### config.mk
export PLATFORM = sky130hd
export DESIGN_NAME = adc_pll_reset_sequencer
export DESIGN_NICKNAME = d
export VERILOG_FILES = /design/src/rtl/adc_pll_reset_sequencer.sv
export SDC_FILE = /design/constraint.sdc
export NUM_CORES = 1
export LEC_CHECK = 0
export ABC_AREA = 1
export CORE_MARGIN = 2
export CORE_UTILIZATION = 49
export CTS_CLUSTER_SIZE = 24
export DETAILED_ROUTE_END_ITERATION = 12
export GPL_TIMING_DRIVEN = 0
export PLACE_DENSITY = 0.69
export SLEW_MARGIN = 20
export SYNTH_ARGS = -nofsm -noshare
export SYNTH_HDL_FRONTEND = slang
export SYNTH_SLANG_ARGS = --single-unit
export TNS_END_PERCENT = 100
### constraint.sdc
create_clock -name refclk -period 5.8 [get_ports refclk]
set_input_delay 0.87 -clock refclk [delete_from_list [all_inputs] [get_ports refclk]]
set_output_delay 0.87 -clock refclk [all_outputs]
set_load 0.03 [all_outputs]
### src/rtl/adc_pll_reset_sequencer.sv
// Lock supervisor for the ADC clock PLL: pulses the PLL reset, qualifies lock,
// then releases the per-domain resets one at a time in a fixed order.
module adc_pll_reset_sequencer #(
  parameter int RST_PULSE_CYCLES    = 16,
  parameter int LOCK_STABLE_CYCLES  = 1024,
  parameter int LOCK_TIMEOUT_CYCLES = 65536,
  parameter int NUM_DOMAINS         = 6,
  parameter int STAGE_GAP_CYCLES    = 8,
  parameter int MAX_RETRIES         = 7
) (
  input  logic                   refclk,
  input  logic                   rst,
  input  logic                   pll_locked,
  input  logic                   force_relock,
  output logic                   pll_rst,
  output logic [NUM_DOMAINS-1:0] domain_rst,
  output logic                   ready,
  output logic                   lock_fail,
  output logic [3:0]             retry_count,
  output logic [7:0]             lock_loss_count
);

  // One shared counter serves the reset pulse, the stable window and the stage gap.
  localparam int CNT_MAX_A = (RST_PULSE_CYCLES > LOCK_STABLE_CYCLES) ? RST_PULSE_CYCLES : LOCK_STABLE_CYCLES;
  localparam int CNT_MAX   = (CNT_MAX_A > STAGE_GAP_CYCLES) ? CNT_MAX_A : STAGE_GAP_CYCLES;
  localparam int CW        = $clog2(CNT_MAX + 1);
  localparam int TW        = $clog2(LOCK_TIMEOUT_CYCLES + 1);

  localparam logic [CW-1:0]          CNT_ONE      = CW'(1);
  localparam logic [CW-1:0]          PULSE_LAST   = CW'(RST_PULSE_CYCLES - 1);
  localparam logic [CW-1:0]          STABLE_LAST  = CW'(LOCK_STABLE_CYCLES - 1);
  localparam logic [CW-1:0]          GAP_LAST     = CW'(STAGE_GAP_CYCLES - 1);
  localparam logic [TW-1:0]          TIMER_ONE    = TW'(1);
  localparam logic [TW-1:0]          TIMEOUT_LAST = TW'(LOCK_TIMEOUT_CYCLES - 1);
  localparam logic [3:0]             RETRY_LIMIT  = 4'(MAX_RETRIES);
  localparam logic [NUM_DOMAINS-1:0] ALL_RESET    = '1;

  typedef enum logic [2:0] {
    S_PLL_RST,
    S_WAIT_LOCK,
    S_STABLE,
    S_RELEASE,
    S_RUN,
    S_FAIL
  } state_t;

  state_t                 state, state_n;
  logic [CW-1:0]          cnt, cnt_n;
  logic [TW-1:0]          timer, timer_n;
  logic                   pll_rst_n, ready_n, lock_fail_n;
  logic [NUM_DOMAINS-1:0] domain_rst_n;
  logic [3:0]             retry_n;
  logic [7:0]             loss_n;
  logic                   lock_meta, lock_s;
  logic                   lock_lost, restart;

  always_ff @(posedge refclk or posedge rst) begin
    if (rst) begin
      lock_meta <= 1'b0;
      lock_s    <= 1'b0;
    end else begin
      lock_meta <= pll_locked;
      lock_s    <= lock_meta;
    end
  end

  always_ff @(posedge refclk or posedge rst) begin
    if (rst) begin
      state           <= S_PLL_RST;
      cnt             <= '0;
      timer           <= '0;
      pll_rst         <= 1'b1;
      domain_rst      <= ALL_RESET;
      ready           <= 1'b0;
      lock_fail       <= 1'b0;
      retry_count     <= 4'd0;
      lock_loss_count <= 8'd0;
    end else begin
      state           <= state_n;
      cnt             <= cnt_n;
      timer           <= timer_n;
      pll_rst         <= pll_rst_n;
      domain_rst      <= domain_rst_n;
      ready           <= ready_n;
      lock_fail       <= lock_fail_n;
      retry_count     <= retry_n;
      lock_loss_count <= loss_n;
    end
  end

  // Lock loss outranks a simultaneous relock request; both funnel into one restart path.
  always_comb begin
    state_n      = state;
    cnt_n        = cnt;
    timer_n      = timer;
    pll_rst_n    = pll_rst;
    domain_rst_n = domain_rst;
    ready_n      = ready;
    lock_fail_n  = lock_fail;
    retry_n      = retry_count;
    loss_n       = lock_loss_count;
    restart      = 1'b0;
    lock_lost    = ((state == S_RELEASE) || (state == S_RUN)) && !lock_s;

    if (lock_lost) begin
      restart = 1'b1;
      if (lock_loss_count != 8'hFF) loss_n = lock_loss_count + 8'd1;
      if (force_relock) retry_n = 4'd0;
    end else if (force_relock && (state != S_PLL_RST)) begin
      restart     = 1'b1;
      lock_fail_n = 1'b0;
      retry_n     = 4'd0;
    end else begin
      case (state)
        S_PLL_RST: begin
          if (cnt == PULSE_LAST) begin
            state_n   = S_WAIT_LOCK;
            pll_rst_n = 1'b0;
            timer_n   = '0;
          end else begin
            cnt_n = cnt + CNT_ONE;
          end
        end
        S_WAIT_LOCK, S_STABLE: begin
          // The timeout spans the whole acquisition, including any chatter back to WAIT_LOCK.
          timer_n = timer + TIMER_ONE;
          if (timer == TIMEOUT_LAST) begin
            pll_rst_n = 1'b1;
            if (retry_count == RETRY_LIMIT) begin
              state_n     = S_FAIL;
              lock_fail_n = 1'b1;
            end else begin
              state_n = S_PLL_RST;
              cnt_n   = '0;
              retry_n = retry_count + 4'd1;
            end
          end else if (state == S_WAIT_LOCK) begin
            if (lock_s) begin
              state_n = S_STABLE;
              cnt_n   = '0;
            end
          end else if (!lock_s) begin
            state_n = S_WAIT_LOCK;
          end else if (cnt == STABLE_LAST) begin
            state_n      = S_RELEASE;
            cnt_n        = '0;
            domain_rst_n = ALL_RESET << 1;
          end else begin
            cnt_n = cnt + CNT_ONE;
          end
        end
        S_RELEASE: begin
          // Shifting zeros in from bit 0 makes out-of-order release impossible.
          if (domain_rst == '0) begin
            state_n = S_RUN;
            ready_n = 1'b1;
            retry_n = 4'd0;
          end else if (cnt == GAP_LAST) begin
            domain_rst_n = domain_rst << 1;
            cnt_n        = '0;
          end else begin
            cnt_n = cnt + CNT_ONE;
          end
        end
        S_RUN: begin
          state_n = S_RUN;
        end
        S_FAIL: begin
          state_n = S_FAIL;
        end
        default: begin
          state_n = S_PLL_RST;
        end
      endcase
    end

    if (restart) begin
      state_n      = S_PLL_RST;
      cnt_n        = '0;
      pll_rst_n    = 1'b1;
      domain_rst_n = ALL_RESET;
      ready_n      = 1'b0;
    end
  end

endmodule

==> impl_metrics.json <==
{
  "status": "finished clean",
  "initial_core_util": 0.511,
  "crit_type": "flop to output port",
  "vias_per_cell": 5.29,
  "hp-start": "lock_meta",
  "cp.required_ns": 4.93,
  "wl_per_cell_um": 13.2,
  "track_usage": 0.203,
  "ctsHtreeMaxLevel": 2,
  "synth-edff-count": 0,
  "leakage_uw": 0.00169,
  "finalHoldViolCount": 0,
  "synthFlopType": "dfrtp_1",
  "core_area_sq_um": 6390,
  "synth.most_common_cell": "nand2_1",
  "skew_ns": 0.00856,
  "pin_count": 25,
  "grt_max_degree": 55,
  "syn_area_sq_um": 3260,
  "timing.rr.end": "state[0]",
  "grt_pass1_vias": 2647,
  "async_flop_share": 1.00,
  "syn_to_final_growth_pct": 13.2,
  "ys_warn_count": 0,
  "hold_class": "flop to flop",
  "grt_pass1_wl_mm": 12.1,
  "drc": 0,
  "r2r_slack_ns": 3.46,
  "drive_gt1_frac": 0.130,
  "cp_top_family": "buffers and inverters",
  "yosysUniqueCellTypes": 40,
  "min_path_cells": 0,
  "cts_tree": "built",
  "clk_latency_ns": 0.31,
  "cts_buffer_depth": 2,
  "ys_seq_elements": 54,
  "drv_cap": 0,
  "tns_ns": 0,
  "vdd_drop_max_v": 0.000129,
  "clock.fmax_ghz": 0.412,
  "gp_congestion": 0.898,
  "clkSinkCount": 54,
  "drtPass1Iterations": 4,
  "vias": 2762,
  "max_stage_delay_ns": 0.67,
  "crit_buf_inv": 1,
  "place_ws_ns": 3.24,
  "dieWidth_um": 85.6,
  "dp_hpwl_mm": 5.12,
  "antenna_found_initial": 0,
  "yosysSeqAreaShare": 0.417,
  "cts_made_buffers": 5,
  "antenna_cells": 0,
  "crit_fanout": 4,
  "final_max_slew_viol_count": 0,
  "path_cells": "clkdlybuf4s50_1",
  "post_cts_resized": 0,
  "drt_iter0_drc": 188,
  "syn_inst": 413,
  "synth_largest_area_cell": "dfrtp_1",
  "crit_path_start_kind": "flop",
  "fin_ws_ns": 3.38,
  "finalCriticalPeriod_ns": 2.42,
  "syn_area_per_cell_sq_um": 7.90,
  "r2r.worst_path.cells": 13,
  "r2r_start": "timer[0]",
  "clk_pin_slew_ns": 0.09,
  "rsz0062_at_grt": "false",
  "die_area_sq_um": 7330,
  "post-route-util": 0.579,
  "setup.worst_path.end_class": "output port",
  "synthesis.nets": 422,
  "setup-violations-final": 0,
  "fin_nets": 453,
  "grt_overflow": 0,
  "die_y_um": 85.6,
  "antenna_left": 0,
  "post_cts_buffers": 0,
  "drt_wl_total_mm": 6.88,
  "powerDensity_nw_per_um2": 200,
  "crit_arrival_ns": 1.55,
  "period_share": 0.418,
  "io_buffers": 24,
  "tightest_slew_ns": 0.665,
  "clockRootBuffer": "clkbuf_8",
  "maxSlewHeadroom": 0.557,
  "fillers": 580,
  "synth_area_leaders": "dfrtp_1 36%, nand2_1 9.7%, dfstp_2 5.6%",
  "std_cell_rows": 29,
  "min_to": "lock_s",
  "synth_top_area_frac": 0.360,
  "postCtsHoldBufs": 0,
  "crit_path_top_delay_cell": "clkdlybuf4s50_1",
  "yosys-top-cells-count": "84 x nand2_1, 49 x inv_1, 49 x nor2_1"
}
-- worst reg2reg max path, stage by stage (launching register included) --
cell and delay, ns:
dfrtp_1 0.38, ha_1 0.23, nand2_1 0.14, nor2_1 0.23, inv_1 0.09, nor2_1 0.11, ha_1 0.23, inv_1 0.11
nand3_1 0.17, inv_1 0.10, nand4_1 0.12, nand3_1 0.15, nand2_1 0.08, o21ai_0 0.08
-- sequential cells by signal, summed over array words and instances, names as in the netlist, 3 cells and up --
name,count
timer,17
state,3
domain_rst,6
lock_loss_count,8
retry_count,4
cnt,11
-- per-layer routing --
metal  vias to the layer above  wire length (um)  track usage
li1                       1413                 -            -
met1                      1295              3330        0.286
met5                         -                 0            0
met2                        49              3240        0.323
met3                         5               250       0.0366
met4                         0                56       0.0577
-- per-stage QoR --
stage / area (sq um) / hold slack [ns] / cells / total power (uW)
final: 3690 / 0.367 / 522 / 738
after global routing: 3690 / 0.378 / 522 / 774
after CTS: 3690 / 0.368 / 522 / 747
after detailed placement: 3600 / 0.347 / 514 / 529
after global placement: 3600 / 0.342 / 514 / 527
after floorplan: 3260 / 0.331 / 413 / 495
-- how the worst max path moves through the flow --
stage / from / end / slack, ns / depth (start not counted)
after floorplan: rst / cnt[0] / 3.63 / 1
after global placement: rst / cnt[1] / 2.60 / 2
after detailed placement: force_relock / cnt[0] / 3.24 / 9
after CTS: domain_rst[1] / domain_rst[1] / 3.36 / 1
after global routing: timer[4] / state[0] / 3.23 / 14
final: domain_rst[1] / domain_rst[1] / 3.38 / 1
-- placed cells by master (no fill, tap or decap), types with 7 or more instances in the layout --
cell type and n:
a21oi_1 14, clkdlybuf4s50_1 24, dfrtp_1 47, dfstp_2 7
inv_1 48, nand2_1 84, nand3_1 36, nand4_1 12
nor2_1 49, nor2_4 8, nor3_1 11, o21ai_0 14
o21ai_1 11, xor2_1 9
-- area by class of cell --
class	count	area (sq um)	area share
Buffer	7	56.3	0.0152
Clock buffer	7	86.3	0.0234
Multi-Input combinational cell	299	1650	0.446
Sequential cell	54	1360	0.368
Tap cell	77	96.3	0.0261
Inverter	53	204	0.0552
Timing Repair Buffer	24	240	0.0650
Clock inverter	1	5.00	0.00135
-- where the power goes --
part | switching [uW] | internal [uW]
clock network | 119 | 96.6
registers | 9.10 | 388
logic | 82.5 | 41.9
total | 211 | 526
-- cells by family after synthesis --
group           after synthesis  share of synthesized area
compound gates               58                      0.110
flops                        54                      0.417
buf+inv                      60                     0.0790
xor+xnor                     15                     0.0402
simple gates                221                      0.335
fa+ha+maj                     5                     0.0192
Note: power is estimated with default switching activity, not from simulation.
